--- src/rtl/regfile_write_arbiter.sv ---
// Round-robin arbiter sharing the single register-file write port among four requesters.
// Optional macro REGFILE_ARB_XZR_FILTER_EN: grants to address all-ones (XZR) are acknowledged but not written.
module regfile_write_arbiter #(
    parameter int NREQ = 4,
    parameter int AW   = 5,
    parameter int DW   = 64
) (
    input  logic                clk,
    input  logic                reset,
    input  logic [NREQ-1:0]     req,
    input  logic [NREQ*AW-1:0]  req_addr,
    input  logic [NREQ*DW-1:0]  req_data,
    output logic [NREQ-1:0]     gnt,
    output logic                wr_en,
    output logic [AW-1:0]       wr_addr,
    output logic [DW-1:0]       wr_data,
    output logic [1:0]          wr_src
);

    logic [1:0]      ptr;
    logic [NREQ-1:0] elig;
    logic [1:0]      cand;
    logic [1:0]      win;
    logic            found;
    logic [AW-1:0]   win_addr;
    logic [DW-1:0]   win_data;

    // A requester granted last cycle is masked so its payload can be refreshed first.
    always_comb begin
        elig  = req & ~gnt;
        found = 1'b0;
        win   = '0;
        cand  = '0;
        for (int i = 0; i < NREQ; i++) begin
            cand = ptr + 2'(i);
            if (!found && elig[cand]) begin
                found = 1'b1;
                win   = cand;
            end
        end
        win_addr = req_addr[int'(win)*AW +: AW];
        win_data = req_data[int'(win)*DW +: DW];
    end

    always_ff @(posedge clk) begin
        if (reset) begin
            ptr     <= '0;
            gnt     <= '0;
            wr_en   <= 1'b0;
            wr_addr <= '0;
            wr_data <= '0;
            wr_src  <= '0;
        end else if (found) begin
            ptr     <= win + 2'd1;
            gnt     <= NREQ'(1) << win;
`ifdef REGFILE_ARB_XZR_FILTER_EN
            wr_en   <= (win_addr != {AW{1'b1}});
`else
            wr_en   <= 1'b1;
`endif
            wr_addr <= win_addr;
            wr_data <= win_data;
            wr_src  <= win;
        end else begin
            // Idle: payload outputs keep their last values.
            gnt     <= '0;
            wr_en   <= 1'b0;
        end
    end

endmodule
--- config.mk ---
export PLATFORM = sky130hd
export DESIGN_NAME = regfile_write_arbiter
export DESIGN_NICKNAME = d
export VERILOG_FILES = /design/src/rtl/regfile_write_arbiter.sv
export SDC_FILE = /design/constraint.sdc
export NUM_CORES = 1
export LEC_CHECK = 0
export CAP_MARGIN = 15
export CORE_AREA = 3 3 138 140
export DETAILED_ROUTE_END_ITERATION = 10
export DIE_AREA = 0 0 141 143
export GPL_ROUTABILITY_DRIVEN = 0
export GPL_TIMING_DRIVEN = 0
export PLACE_DENSITY = 0.82
export SLEW_MARGIN = 20
export SYNTH_ARGS = -nofsm -noshare
export SYNTH_HDL_FRONTEND = slang
export SYNTH_SLANG_ARGS = --single-unit
--- constraint.sdc ---
create_clock -name clk -period 2.92 [get_ports clk]
set_input_delay 0.438 -clock clk [delete_from_list [all_inputs] [get_ports clk]]
set_output_delay 0.438 -clock clk [all_outputs]
set_load 0.1 [all_outputs]
==> run metrics, run 1 <==
status=complete, no violations; Synth-to-Final Area Change=71.3%; Resized Gates After CTS=5; die area=0.0202 sq mm; Detailed Place HPWL=roughly 21 mm; Critical Path Fanout Max=10; Nets=1412; crit path DAT=3.03 ns; Yosys warning total=0; fmax=355 MHz; max-cap violations=0; row cnt=49; Antenna Nets Post-Route=0; Seq pwr share=16.6%; layout cells sized above 1=a little under 8%; Top Ports=358; main flop type after synthesis=dfxtp_1; CP startpoint kind=primary input; root buffer cell=clkbuf_16; Core Area=0.0180 sq mm; Final period util=slightly below 100%; Vias=7383; Async SR Flop Fraction=0%; EDFF count, synth=0; vias per inst=5.41; crit path capture type=flop; post-synthesis sequential area ratio=26.6%; syn avg cell area=7.71 sq um; DR DRC count=0; Clock Path Buffers=2; Comb power frac=between 70 and 80%; largest net degree at the start of global routing=15; synth unique cells=37; static leakage=4.03 nW; Required @ worst endpoint=between 3 and 4 ns; Clock Skew=0.00898 ns; layout filler cell count=roughly 1700; IO buf count=357; Final Util=between 50% and 60%; Post-Syn Area=roughly 0.0059 sq mm; Post-CTS Setup Bufs=0; CTS tree=done; total global routing overflow=0; Ant. Diodes=0; Routed WL=26.1 mm; Cells after Synth=762; DRT Pass-1 Iters=6; Worst Hold Class=flop to flop; Pint=about 4.3 mW; Die W=141 um; Clk network pwr share=between 10% and 20%; clk slew on worst S/H paths=0.07 ns; antenna violations before repair=0; cts hold-fix bufs=0; peak supply drop=0.668 mV; Cell Pwr Density=1010 mW/mm^2; P_sw=approximately 5.9 mW; number of CTS-inserted buffers=9; per-cell routed wire length=19.1 um; vias in the first global route=7091; Slew HR=between 20 and 30%; CTS sink count=slightly below 80; Global Route Usage Sum=approximately 24%; worst-margin pin slew=1.07 ns; H-tree depth=3; Chip Height=143 um; Period minus WS final=2.82 ns; Sw Share=just under 60%; Initial Util=32.7%; latest clock arrival within the worst-skew pair=0.34 ns; unrepaired setup endpoints after global routing=yes; Yosys reg bits=between 70 and 80; total power=10.2 mW; 1st-iter DRT viols=373; kind of critical path=primary input to flop; final setup fails=0; syn_nets=1044; Hold Violations, Final=0; first-pass GRT wire length=38.8 mm; Final Max Slew Viols=0
[per-stage QoR]
stage | cell area (sq um) | worst slack [ns] | hold WS (ns) | TNS [ns] | cells
after floorplan | 5870 | 0.406 | 0.507 | 0 | 762
after global placement | 9730 | -0.418 | 0.433 | -12.15 | 1348
after detailed placement | 9730 | -0.449 | 0.435 | -16.13 | 1348
after CTS | 10100 | 0.102 | 0.446 | 0 | 1364
after global routing | 10100 | -0.00596 | 0.479 | -0.00905 | 1364
final | 10100 | 0.0992 | 0.443 | 0 | 1364
[cells by family (layout without fill, tap and decap cells)]
kind of cell / count (synthesis) / in the layout / synth area share (%)
AND/OR/NAND/NOR: 139 / 139 / 9.73
AO/OA/AOI/OAI: 291 / 291 / 43.4
buffers and inverters: 227 / 600 / 15.7
XOR/XNOR: 1 / 1 / 0.149
multiplexers: 26 / 26 / 4.43
flip-flops: 78 / 78 / 26.6
[registers in the layout, indices dropped and copies added (netlist names)]
| signal | flops |
|---|---|
| wr_src | 2 |
| wr_data | 64 |
| wr_addr | 5 |
| ptr | 2 |
| wr_en | 1 |
| gnt | 4 |
[cell type report]
class                   instances  area, sq um  area share [%]
clock inverters                 6         71.3           0.709
repair buffers                357         3570            35.5
flip-flops and latches         78         1560            15.5
inverters                     141          529            5.26
multi-input cells             457         3410            33.9
clock buffers                  10          239            2.37
well taps                     229          287            2.85
plain buffers                  86          395            3.93
[cell usage after synthesis, drive strengths merged (2+ instances only)]
| library cell | instances | area [sq um] |
|---|---|---|
| nand2b | 4 | 25.0 |
| a211oi | 69 | 518 |
| nand4 | 2 | 12.5 |
| o221a | 43 | 484 |
| a21oi | 7 | 35.0 |
| nor2b | 4 | 25.0 |
| dfxtp | 78 | 1560 |
| nor3 | 2 | 15.0 |
| o21ai | 27 | 135 |
| buf | 31 | 186 |
| nand2 | 116 | 435 |
| o31ai | 43 | 518 |
| inv | 141 | 529 |
| a221oi | 69 | 604 |
| o211ai | 27 | 203 |
| nor2 | 6 | 22.5 |
| clkbuf | 55 | 208 |
| mux2i | 26 | 260 |
[layer usage]
metal	track usage [%]	part of all wire [%]
met5	0	0
met4	8.47	2.9
met3	4.52	7.2
met2	42.7	50
met1	30.2	40
[path summary, 6_finish.rpt]
| check | from | to | slack, ns | depth (start not counted) |
|---|---|---|---|---|
| setup reg to reg | gnt[1] | wr_data[58] | 0.22 | 8 |
| setup / recovery | req[1] | wr_data[58] | 0.1 | 9 |
| hold / removal | wr_src[1] | wr_src[1] | 0.44 | 2 |
| hold reg to reg | wr_src[1] | wr_src[1] | 0.44 | 2 |
[layout by cell type, fill, tap and decap left out, drive strengths merged, types with 2 or more instances in the layout]
cell	n
nor2b	4
a211oi	69
nor2	6
nand2	116
nor3	2
clkbuf	65
dfxtp	78
a221oi	69
clkinvlp	2
nand2b	4
nand4	2
clkinv	3
o211ai	27
o31ai	43
buf	31
o21ai	27
inv	141
a21oi	7
o221a	43
clkdlybuf4s50	357
mux2i	26
[worst max-delay path: stages]
cell	delay [ns]
clkdlybuf4s50_1	0.48
nand2b_1	0.06
clkbuf_1	0.21
a21oi_2	0.53
buf_2	0.33
buf_1	0.38
a221oi_1	0.16
o21ai_0	0.30
o211ai_1	0.14
[power by group through the flow]
| stage | Sequential [mW] | Clock [mW] | Combinational (mW) |
|---|---|---|---|
| after floorplan | 4.53 | 0 | 2.41 |
| after global placement | 1.69 | 0 | 7.19 |
| after detailed placement | 1.71 | 0 | 7.25 |
| after CTS | 1.68 | 1.21 | 7.28 |
| after global routing | 1.73 | 1.26 | 7.63 |
| final | 1.69 | 1.19 | 7.27 |
(Power assumes the default switching activity.)
==> inputs of run 2 (changes only) <==
- PLACE_DENSITY: 0.82 -> 0.72
==> run metrics, run 2 (synthesis gave the netlist of run 1 again) <==
Die W=141 um (unchanged); first-pass GRT wire length=38.8 mm (about the same); antenna violations before repair=0 (unchanged); Nets=1412 (unchanged); worst r2r src=gnt[3]; DRT Pass-1 Iters=5 (-1); Hold Path Stages=2 (unchanged); per-cell routed wire length=19.4 um (+1.3%); Ant. Diodes=0 (unchanged); Post-CTS Setup Bufs=0 (unchanged); worst r2r dst=wr_data[61]; Hold Violations, Final=0 (unchanged); Routed WL=26.4 mm (+1.3%); unrepaired setup endpoints after global routing=yes; number of CTS-inserted buffers=9 (unchanged); Antenna Nets Post-Route=0 (unchanged); CTS sink count=78 (unchanged); latest clock arrival within the worst-skew pair=0.34 ns (about the same); die area=0.0202 sq mm (unchanged); Hold Path End=wr_data[17]; Critical Path Fanout Max=10 (unchanged); CP startpoint kind=primary input; largest net degree at the start of global routing=13 (-2); setup ws final=0.167 ns (+0.0678 ns); Resized Gates After CTS=5 (unchanged); R2R setup slack=0.33 ns (+0.11 ns); Top Ports=358 (unchanged); commonest non-fill, non-tap cells in the layout=clkdlybuf4s50_1, inv_1, nand2_1; Chip Height=143 um (unchanged); Final period util=94.3% (-2.3 points); max-cap violations=0 (unchanged); peak supply drop=0.551 mV (-18%); Initial Util=32.7% (unchanged); Clock Skew=0.00771 ns (-0.00127 ns); final setup fails=0 (unchanged); cts hold-fix bufs=0 (unchanged); Global Route Usage Sum=24.6% (+0.19 points); Detailed Place HPWL=21.0 mm (+1.0%); IO buf count=357 (unchanged); Worst Hold Class=flop to flop; Period minus WS final=2.75 ns (-0.0678 ns); Required @ worst endpoint=3.12 ns (about the same); Synth-to-Final Area Change=71.2% (about the same); layout cells sized above 1=7.67% (-0.17 points); row cnt=49 (unchanged); vias per inst=5.31 (-1.8%); status=complete, no violations; Final Max Slew Viols=0 (unchanged); Slew HR=29.4% (+0.72 points); vias in the first global route=7063 (-0.39%); hold path start=wr_data[17]; H-tree depth=3 (unchanged); clk slew on worst S/H paths=0.06 ns (about the same); crit path DAT=2.95 ns (-0.08 ns); kind of critical path=primary input to flop; largest registers=wr_data: 64 flops, wr_addr: 5 flops, gnt: 4 flops; fmax=363 MHz (+2.5%); root buffer cell=clkbuf_16; most common cell after layout, fill and taps aside=clkdlybuf4s50_1; total power=10.1 mW (-0.49%); Top reg by flops=wr_data; crit path capture type=flop; Worst R2R Path Depth=8 (unchanged); Core Area=0.0180 sq mm (unchanged); DR DRC count=0 (unchanged); Post-Place Setup Slack=-0.424 ns (+0.0250 ns); Vias=7243 (-1.9%); Clock Path Buffers=2 (unchanged); CTS tree=done; 1st-iter DRT viols=356 (-4.6%); worst-margin pin slew=1.06 ns (-0.0108 ns); Cell Pwr Density=1000 mW/mm^2 (-0.44%); static leakage=4.03 nW (+0.12%); Largest register FFs=64 (unchanged); total global routing overflow=0 (unchanged)
-- run 2: cell type report --
class	instances	area, sq um
clock buffers	11	243
clock inverters	4	47.5
fillers	1713	7910
multi-input cells	457	3420
plain buffers	86	395
inverters	141	529
flip-flops and latches	78	1560
repair buffers	357	3570
well taps	229	287
-- run 2: worst max path at each step --
stage / from / end / slack (ns) / cells after the start
2_1_floorplan: gnt[1] / wr_data[1] / 0.41 / 8
3_3_place_gp: req[1] / wr_addr[2] / -0.41 / 9
3_5_place_dp: req[3] / wr_data[61] / -0.42 / 9
4_1_cts: req[1] / wr_data[61] / 0.20 / 9
5_1_grt: req[1] / wr_data[61] / -0.04 / 9
6_report: req[3] / wr_data[61] / 0.17 / 9
-- run 2: per-layer routing --
metal,global-route usage (%),part of all wire (%)
met1,30.1,41
met2,42.9,49
met3,4.79,6.8
met4,9.54,3.5
met5,0,0
-- run 2: critical path, stage by stage --
cell	delay, ns
clkdlybuf4s50_1	0.47
nand2b_1	0.06
clkbuf_2	0.18
a21oi_2	0.55
buf_2	0.33
clkbuf_1	0.38
a221oi_1	0.14
o21ai_0	0.28
o211ai_1	0.13
-- run 2: stage by stage --
step | hold WS, ns | setup TNS (ns) | instance area, sq um | instances | utilization, %
detailed placement | 0.440 | -15.53 | 9730 | 1348 | 54.2
finish | 0.451 | 0 | 10100 | 1363 | 56.0
global route | 0.468 | -0.0386 | 10100 | 1363 | 56.0
floorplan | 0.507 | 0 | 5870 | 762 | -
global placement | 0.432 | -10.31 | 9730 | 1348 | 54.2
CTS | 0.451 | 0 | 10000 | 1363 | 55.9
-- run 2: report_power, final --
part | switching [mW] | leakage [nW] | internal (mW) | total (mW)
Clock | 0.472 | 0.141 | 0.679 | 1.15
Sequential | 0.218 | 0.648 | 1.48 | 1.69
Combinational | 5.12 | 3.24 | 2.13 | 7.26
